File: src/rtl/regfile_port_sequencer_if.sv
// Bundle of request, array-side and response signals between the register-file
// sequencer (master) and its requester/array/consumer environment (slave).
interface regfile_port_sequencer_if #(
   parameter int N     = 32,
   parameter int DEPTH = 32,
   parameter int AW    = 5
);
   logic             ReqValid;
   logic             ReqReady;
   logic [AW-1:0]    RA;
   logic [AW-1:0]    RB;
   logic             WE;
   logic [AW-1:0]    WA;
   logic [N-1:0]     WD;
   logic [DEPTH-1:0] ReadA;
   logic [DEPTH-1:0] ReadB;
   logic [DEPTH-1:0] WS;
   logic [N-1:0]     In;
   logic [N-1:0]     BusA;
   logic [N-1:0]     BusB;
   logic [N-1:0]     OpA;
   logic [N-1:0]     OpB;
   logic             OutValid;
   logic             OutReady;

   modport master (
      input  ReqValid, RA, RB, WE, WA, WD, BusA, BusB, OutReady,
      output ReqReady, ReadA, ReadB, WS, In, OpA, OpB, OutValid
   );

   modport slave (
      output ReqValid, RA, RB, WE, WA, WD, BusA, BusB, OutReady,
      input  ReqReady, ReadA, ReadB, WS, In, OpA, OpB, OutValid
   );
endinterface

File: src/rtl/regfile_port_sequencer.sv
// Four-state sequencer: latches a two-read/one-write request, drives the cell
// array's one-hot enables, captures both read buses and hands the operands on.
module regfile_port_sequencer #(
   parameter int N     = 32,
   parameter int DEPTH = 32,
   parameter int AW    = 5
) (
   input  logic                      Clk,
   input  logic                      Rst,
   regfile_port_sequencer_if.master  io_bus
);
   localparam logic [1:0] S_IDLE  = 2'd0;
   localparam logic [1:0] S_READ  = 2'd1;
   localparam logic [1:0] S_WRITE = 2'd2;
   localparam logic [1:0] S_DONE  = 2'd3;

   logic [1:0]    r_state;
   logic [AW-1:0] r_ra;
   logic [AW-1:0] r_rb;
   logic          r_we;
   logic [AW-1:0] r_wa;
   logic [N-1:0]  r_wd;
   logic [N-1:0]  r_opa;
   logic [N-1:0]  r_opb;

   logic          w_in_read;
   logic          w_in_write;
   logic [DEPTH-1:0] w_read_a;
   logic [DEPTH-1:0] w_read_b;
   logic [DEPTH-1:0] w_ws;

   assign w_in_read  = !Rst && (r_state == S_READ);
   assign w_in_write = !Rst && (r_state == S_WRITE) && r_we;

   // Register 0 is hard-wired zero: its enables never fire, so the bus is never driven for it.
   for (genvar gi = 0; gi < DEPTH; gi++) begin : g_decode
      if (gi == 0) begin : g_zero
         assign w_read_a[gi] = 1'b0;
         assign w_read_b[gi] = 1'b0;
         assign w_ws[gi]     = 1'b0;
      end else begin : g_cell
         assign w_read_a[gi] = w_in_read  && (r_ra == AW'(gi));
         assign w_read_b[gi] = w_in_read  && (r_rb == AW'(gi));
         assign w_ws[gi]     = w_in_write && (r_wa == AW'(gi));
      end
   end

   always_ff @(posedge Clk) begin
      if (Rst) begin
         r_state <= S_IDLE;
         r_ra    <= '0;
         r_rb    <= '0;
         r_we    <= 1'b0;
         r_wa    <= '0;
         r_wd    <= '0;
         r_opa   <= '0;
         r_opb   <= '0;
      end else begin
         case (r_state)
            S_IDLE: begin
               if (io_bus.ReqValid) begin
                  r_ra    <= io_bus.RA;
                  r_rb    <= io_bus.RB;
                  r_we    <= io_bus.WE;
                  r_wa    <= io_bus.WA;
                  r_wd    <= io_bus.WD;
                  r_state <= S_READ;
               end
            end
            S_READ: begin
               r_opa   <= (r_ra == '0) ? '0 : io_bus.BusA;
               r_opb   <= (r_rb == '0) ? '0 : io_bus.BusB;
               r_state <= S_WRITE;
            end
            S_WRITE: begin
               r_state <= S_DONE;
            end
            default: begin
               if (io_bus.OutReady) begin
                  r_state <= S_IDLE;
               end
            end
         endcase
      end
   end

   assign io_bus.ReqReady = !Rst && (r_state == S_IDLE);
   assign io_bus.ReadA    = w_read_a;
   assign io_bus.ReadB    = w_read_b;
   assign io_bus.WS       = w_ws;
   assign io_bus.In       = r_wd;
   assign io_bus.OpA      = r_opa;
   assign io_bus.OpB      = r_opb;
   assign io_bus.OutValid = (r_state == S_DONE);
endmodule

File: src/flat_wrapper.sv
// flat-port wrapper written by rule: the top's interface ports become plain ports
module regfile_port_sequencer_flat 
#(
   parameter int N     = 32,
   parameter int DEPTH = 32,
   parameter int AW    = 5
)
  (Clk, Rst, io_bus_ReqValid, io_bus_RA, io_bus_RB, io_bus_WE, io_bus_WA, io_bus_WD, io_bus_BusA, io_bus_BusB, io_bus_OutReady, io_bus_ReqReady, io_bus_ReadA, io_bus_ReadB, io_bus_WS, io_bus_In, io_bus_OpA, io_bus_OpB, io_bus_OutValid);
  regfile_port_sequencer_if #(.N(N), .DEPTH(DEPTH), .AW(AW)) io_bus_i ();
  input  logic Clk;
  input  logic Rst;
  input wire logic [$bits(io_bus_i.ReqValid)-1:0] io_bus_ReqValid;
  input wire logic [$bits(io_bus_i.RA)-1:0] io_bus_RA;
  input wire logic [$bits(io_bus_i.RB)-1:0] io_bus_RB;
  input wire logic [$bits(io_bus_i.WE)-1:0] io_bus_WE;
  input wire logic [$bits(io_bus_i.WA)-1:0] io_bus_WA;
  input wire logic [$bits(io_bus_i.WD)-1:0] io_bus_WD;
  input wire logic [$bits(io_bus_i.BusA)-1:0] io_bus_BusA;
  input wire logic [$bits(io_bus_i.BusB)-1:0] io_bus_BusB;
  input wire logic [$bits(io_bus_i.OutReady)-1:0] io_bus_OutReady;
  output wire logic [$bits(io_bus_i.ReqReady)-1:0] io_bus_ReqReady;
  output wire logic [$bits(io_bus_i.ReadA)-1:0] io_bus_ReadA;
  output wire logic [$bits(io_bus_i.ReadB)-1:0] io_bus_ReadB;
  output wire logic [$bits(io_bus_i.WS)-1:0] io_bus_WS;
  output wire logic [$bits(io_bus_i.In)-1:0] io_bus_In;
  output wire logic [$bits(io_bus_i.OpA)-1:0] io_bus_OpA;
  output wire logic [$bits(io_bus_i.OpB)-1:0] io_bus_OpB;
  output wire logic [$bits(io_bus_i.OutValid)-1:0] io_bus_OutValid;
  assign io_bus_i.ReqValid = io_bus_ReqValid;
  assign io_bus_i.RA = io_bus_RA;
  assign io_bus_i.RB = io_bus_RB;
  assign io_bus_i.WE = io_bus_WE;
  assign io_bus_i.WA = io_bus_WA;
  assign io_bus_i.WD = io_bus_WD;
  assign io_bus_i.BusA = io_bus_BusA;
  assign io_bus_i.BusB = io_bus_BusB;
  assign io_bus_i.OutReady = io_bus_OutReady;
  assign io_bus_ReqReady = io_bus_i.ReqReady;
  assign io_bus_ReadA = io_bus_i.ReadA;
  assign io_bus_ReadB = io_bus_i.ReadB;
  assign io_bus_WS = io_bus_i.WS;
  assign io_bus_In = io_bus_i.In;
  assign io_bus_OpA = io_bus_i.OpA;
  assign io_bus_OpB = io_bus_i.OpB;
  assign io_bus_OutValid = io_bus_i.OutValid;
  regfile_port_sequencer #(.N(N), .DEPTH(DEPTH), .AW(AW)) u_core (.Clk(Clk), .Rst(Rst), .io_bus(io_bus_i));
endmodule
File: config.mk
export PLATFORM = sky130hd
export DESIGN_NAME = regfile_port_sequencer_flat
export DESIGN_NICKNAME = d
export VERILOG_FILES = /design/src/rtl/regfile_port_sequencer_if.sv /design/src/rtl/regfile_port_sequencer.sv /design/src/flat_wrapper.sv
export SDC_FILE = /design/constraint.sdc
export NUM_CORES = 1
export LEC_CHECK = 0
export CORE_MARGIN = 1.5
export CORE_UTILIZATION = 35
export CTS_BUF_LIST = sky130_fd_sc_hd__clkbuf_4
export DETAILED_ROUTE_END_ITERATION = 10
export PLACE_DENSITY = 0.77
export RECOVER_POWER = 25
export SLEW_MARGIN = 15
export SYNTH_ARGS = -nofsm -noshare
export SYNTH_HDL_FRONTEND = slang
export SYNTH_SLANG_ARGS = --single-unit
export TNS_END_PERCENT = 1
File: constraint.sdc
create_clock -name Clk -period 1.5 [get_ports Clk]
set_input_delay 0.225 -clock Clk [delete_from_list [all_inputs] [get_ports Clk]]
set_output_delay 0.225 -clock Clk [all_outputs]
set_load 0.03 [all_outputs]
==> summary.md, run 1 <==
| Metric | Value |
|---|---|
| Drt wl/cell | `14.68 um` |
| Clk Latency, worst-skew pair | `530 ps` |
| Top-count cell post-synth | `nor2_1` |
| DRT Wirelength | `16970 um` |
| Synth Cell Area | `0.005196 mm^2` |
| Cell Pwr Density | `1417 mW/mm^2` |
| Total global-route track usage | `0.2154` |
| Routed vias | `5552` |
| Fraction of registers with async set or reset after synthesis | `0` |
| Final WS setup | `-637.7 ps` |
| Period Utilization, post-route | `1.425` |
| Syn Area/Cell | `8.081 um^2` |
| Pleak | `3.571 nW` |
| Crit path required time | `1270 ps` |
| Fin cells | `1156` |
| Main synth FF type | `dfxtp_1` |
| Worst Reg-to-Reg Cells | `7` |
| CTS max path bufs | `2` |
| Met3 routed WL | `1385 um` |
| Outcome | `complete, but fails checks` |
| Crit path arrival time | `1910 ps` |
| # diodes | `0` |
| Endpoint of the lowest-slack register-to-register path | `u_core.r_state[0]$_SDFFE_PP0P_` |
| CTS tree | `yes` |
| Worst vdd ir | `0.0009779 V` |
| Slowest CP cell | `dfxtp_4` |
| RSZ-0062 raised after global routing | `true` |
| Hold WC Path Type | `in2reg` |
| Yosys top cell by area | `dfxtp_1` |
| Relative slew slack | `0.6401` |
| Initial antenna violation count | `0` |
| Initial DRT Pass Iterations | `5` |
| Via-to-Cell Ratio | `4.803` |
| Synth top area cells | `dfxtp_1 44%, nor2_1 8.9%, nand2_1 8.0%, a21oi_1 7.9%, o211ai_2 7.2%` |
| Hold path depth | `3` |
| Register area share after synthesis | `0.4392` |
| Pin count of the biggest net entering global routing | `49` |
| Final Hold Violating Endpoints | `0` |
| Syn. warnings | `0` |
| Yosys top cell area share | `0.4392` |
| Share of cells above drive strength 1 | `0.4208` |
| Vias in the first global route | `5484` |
| F_max | `467.8 MHz` |
| Dpl cells | `1118` |
| Post-DP HPWL | `12300 um` |
| Antenna violation net count after detailed routing | `0` |
| # IOs | `310` |
| Crit-path cells | `inv_4, ha_4, nor3b_4, nand2b_1, nor3_4, buf_4` |
| Wire length on met2 | `8569 um` |
| Worst-Margin Slew | `539.9 ps` |
| CTS clk-pin slew, worst paths | `90 ps` |
| Final slew viol count | `0` |
| Grt ovf | `0` |
| DRC viols | `0` |
| Clock sinks | `114` |
| Mapped Cells | `643` |
| Failing checks | `setup timing` |
| Worst Hold Path EP | `u_core.r_wa[4]$_SDFFE_PP0P_` |
| CP peak stage delay | `380 ps` |
| Detailed-routing wirelength on met1 | `6555 um` |
| Core Region | `0.01453 mm^2` |
| Cts bufs inserted | `17` |
| Setup slack, reg-to-reg | `-230 ps` |
| Core Util, Final | `0.6502` |
| Number of synthesized flops with an enable pin | `0` |
| First-pass GRT wire length | `27340 um` |
| Synth cell count leaders | `123 x nor2_1, 114 x dfxtp_1, 111 x nand2_1` |
| Port Buf Inserts | `306` |
| Final nets | `1081` |
| CTS HTree Levels | `4` |
| HP Start | `Rst` |
| CP endpoint kind | `primary output` |
| Synth-to-Final Area Change | `81.87%` |
| Die Y-Extent | `124.8 um` |
| Initial Utilization | `0.3575` |
| Detailed Route Iter0 Violations | `163` |
| CP startpoint kind | `register` |
| Yosys reg bits | `114` |
| MaxCap Viol Count | `0` |
| Max layer used | `met4` |
| Reg2reg start | `u_core.r_state[1]$_SDFFE_PP0P_` |
| Yosys cell types | `32` |
| Max FO, Critical Path | `4` |
| Rows | `44` |
| Setup Skew | `16.97 ps` |
| Final number of setup-violating endpoints | `181` |
| Fin crit period | `2138 ps` |
| CTS Root Cell | `clkbuf_4` |
| Crit Path Class | `reg2out` |
| DIE WIDTH | `124.8 um` |
| Die area | `0.01559 mm^2` |
| Routability congestion estimate | `0.7612` |
## how the worst max path moves through the flow
stage,end,startpoint,cells after the start,slack [ps]
after floorplan,io_bus_ReadA[17],u_core.r_state[1]$_SDFFE_PP0P_,6,-210
final,io_bus_ReadB[1],u_core.r_state[1]$_SDFFE_PP0P_,6,-640
after global placement,io_bus_WS[13],u_core.r_state[0]$_SDFFE_PP0P_,6,-230
after global routing,io_bus_ReadB[24],u_core.r_state[1]$_SDFFE_PP0P_,7,-770
after detailed placement,io_bus_WS[5],u_core.r_state[0]$_SDFFE_PP0P_,6,-270
after CTS,io_bus_ReadB[28],u_core.r_state[1]$_SDFFE_PP0P_,6,-670
## stage by stage
step                      setup WS (ps)  power (mW)  hold slack, ps  area [um^2]  setup TNS, ps
after global placement           -227.7       10.29           439.6         8582          -8352
final                            -637.7       13.39           145.9         9450         -56890
after floorplan                  -206.3       8.123           361.0         5450         -13450
after detailed placement         -265.5       10.35           443.9         8582         -11790
after global routing             -768.8       14.20           108.0         9450         -76960
after CTS                        -669.5       13.36           73.94         9380         -58600
## power by group
part / internal (mW) / switching [mW]
Sequential: 3.64 / 0.390
Combinational: 2.75 / 3.73
Clock: 1.65 / 1.23
Total: 8.04 / 5.35
## layout by cell type (no fill, tap or decap), types with 3 or more instances in the layout
cell / count
a21oi_1: 63
a21oi_2: 19
buf_12: 7
buf_4: 85
buf_6: 46
bufinv_16: 6
clkbuf_2: 21
clkbuf_4: 17
clkdlybuf4s15_2: 70
clkdlybuf4s18_2: 4
clkdlybuf4s50_1: 114
clkinv_2: 4
conb_1: 3
dfxtp_1: 109
dfxtp_2: 4
ha_4: 3
mux2i_1: 32
nand2_1: 105
nand2_2: 6
nand2b_1: 41
nand3b_1: 3
nand4_1: 4
nor2_1: 71
nor2_2: 38
nor2_4: 14
nor2b_2: 4
nor3_4: 6
o211ai_2: 30
## registers in the layout (all words and copies together) (netlist names)
signal,cells
u_core.io_bus.In,32
u_core.r_we,1
u_core.r_wa,5
u_core.r_ra,5
u_core.r_rb,5
u_core.r_state,2
u_core.io_bus.OpB,32
u_core.io_bus.OpA,32
## kinds of logic after synthesis
group	Yosys count	synth area share
flops	114	0.4392
compound gates	117	0.1580
fa+ha+maj	6	0.01445
simple gates	315	0.2678
other cells	1	0.0007217
mux	32	0.06164
buf+inv	58	0.05827
## area by class of cell
class                           instances  area (um^2)
Clock buffer                           17        127.6
Clock inverter                         15        237.7
Fill cell                            1203         5084
Inverter                                3        13.76
Multi-Input combinational cell        473         3138
Sequential cell                       114         2291
Tap cell                              184        230.2
Timing Repair Buffer                  350         3412
## layer usage
layer | global-route usage | vias up
met5 | 0 | -
met4 | 0.08690 | 0
met3 | 0.07904 | 29
met2 | 0.3817 | 222
met1 | 0.2317 | 2547
li1 | - | 2754
## timing repair
item / in CTS / in global routing
endpoints found under the hold margin: 2 / 0
pin swaps: 42 / 15
hold buffers: 1 / 0
resized for setup: 359 / 95
buffers inserted: 2 / 3
endpoints found under the setup margin: 300 / 214
## critical path: cells and delay by family (launching register included)
family | cells | cell delay (ps)
DFF | 1 | 380
and+or+nand+nor | 3 | 630
buffers and inverters | 2 | 240
adders and majority gates | 1 | 140
No activity file was read; power rests on OpenSTA's default activity.
==> run 2, diff against run 1 <==
- CAP_MARGIN: unset -> 20
- CTS_CLUSTER_DIAMETER: unset -> 100
==> results of run 2 <==
Final layout, timing and power as in run 1 (identical DEF).
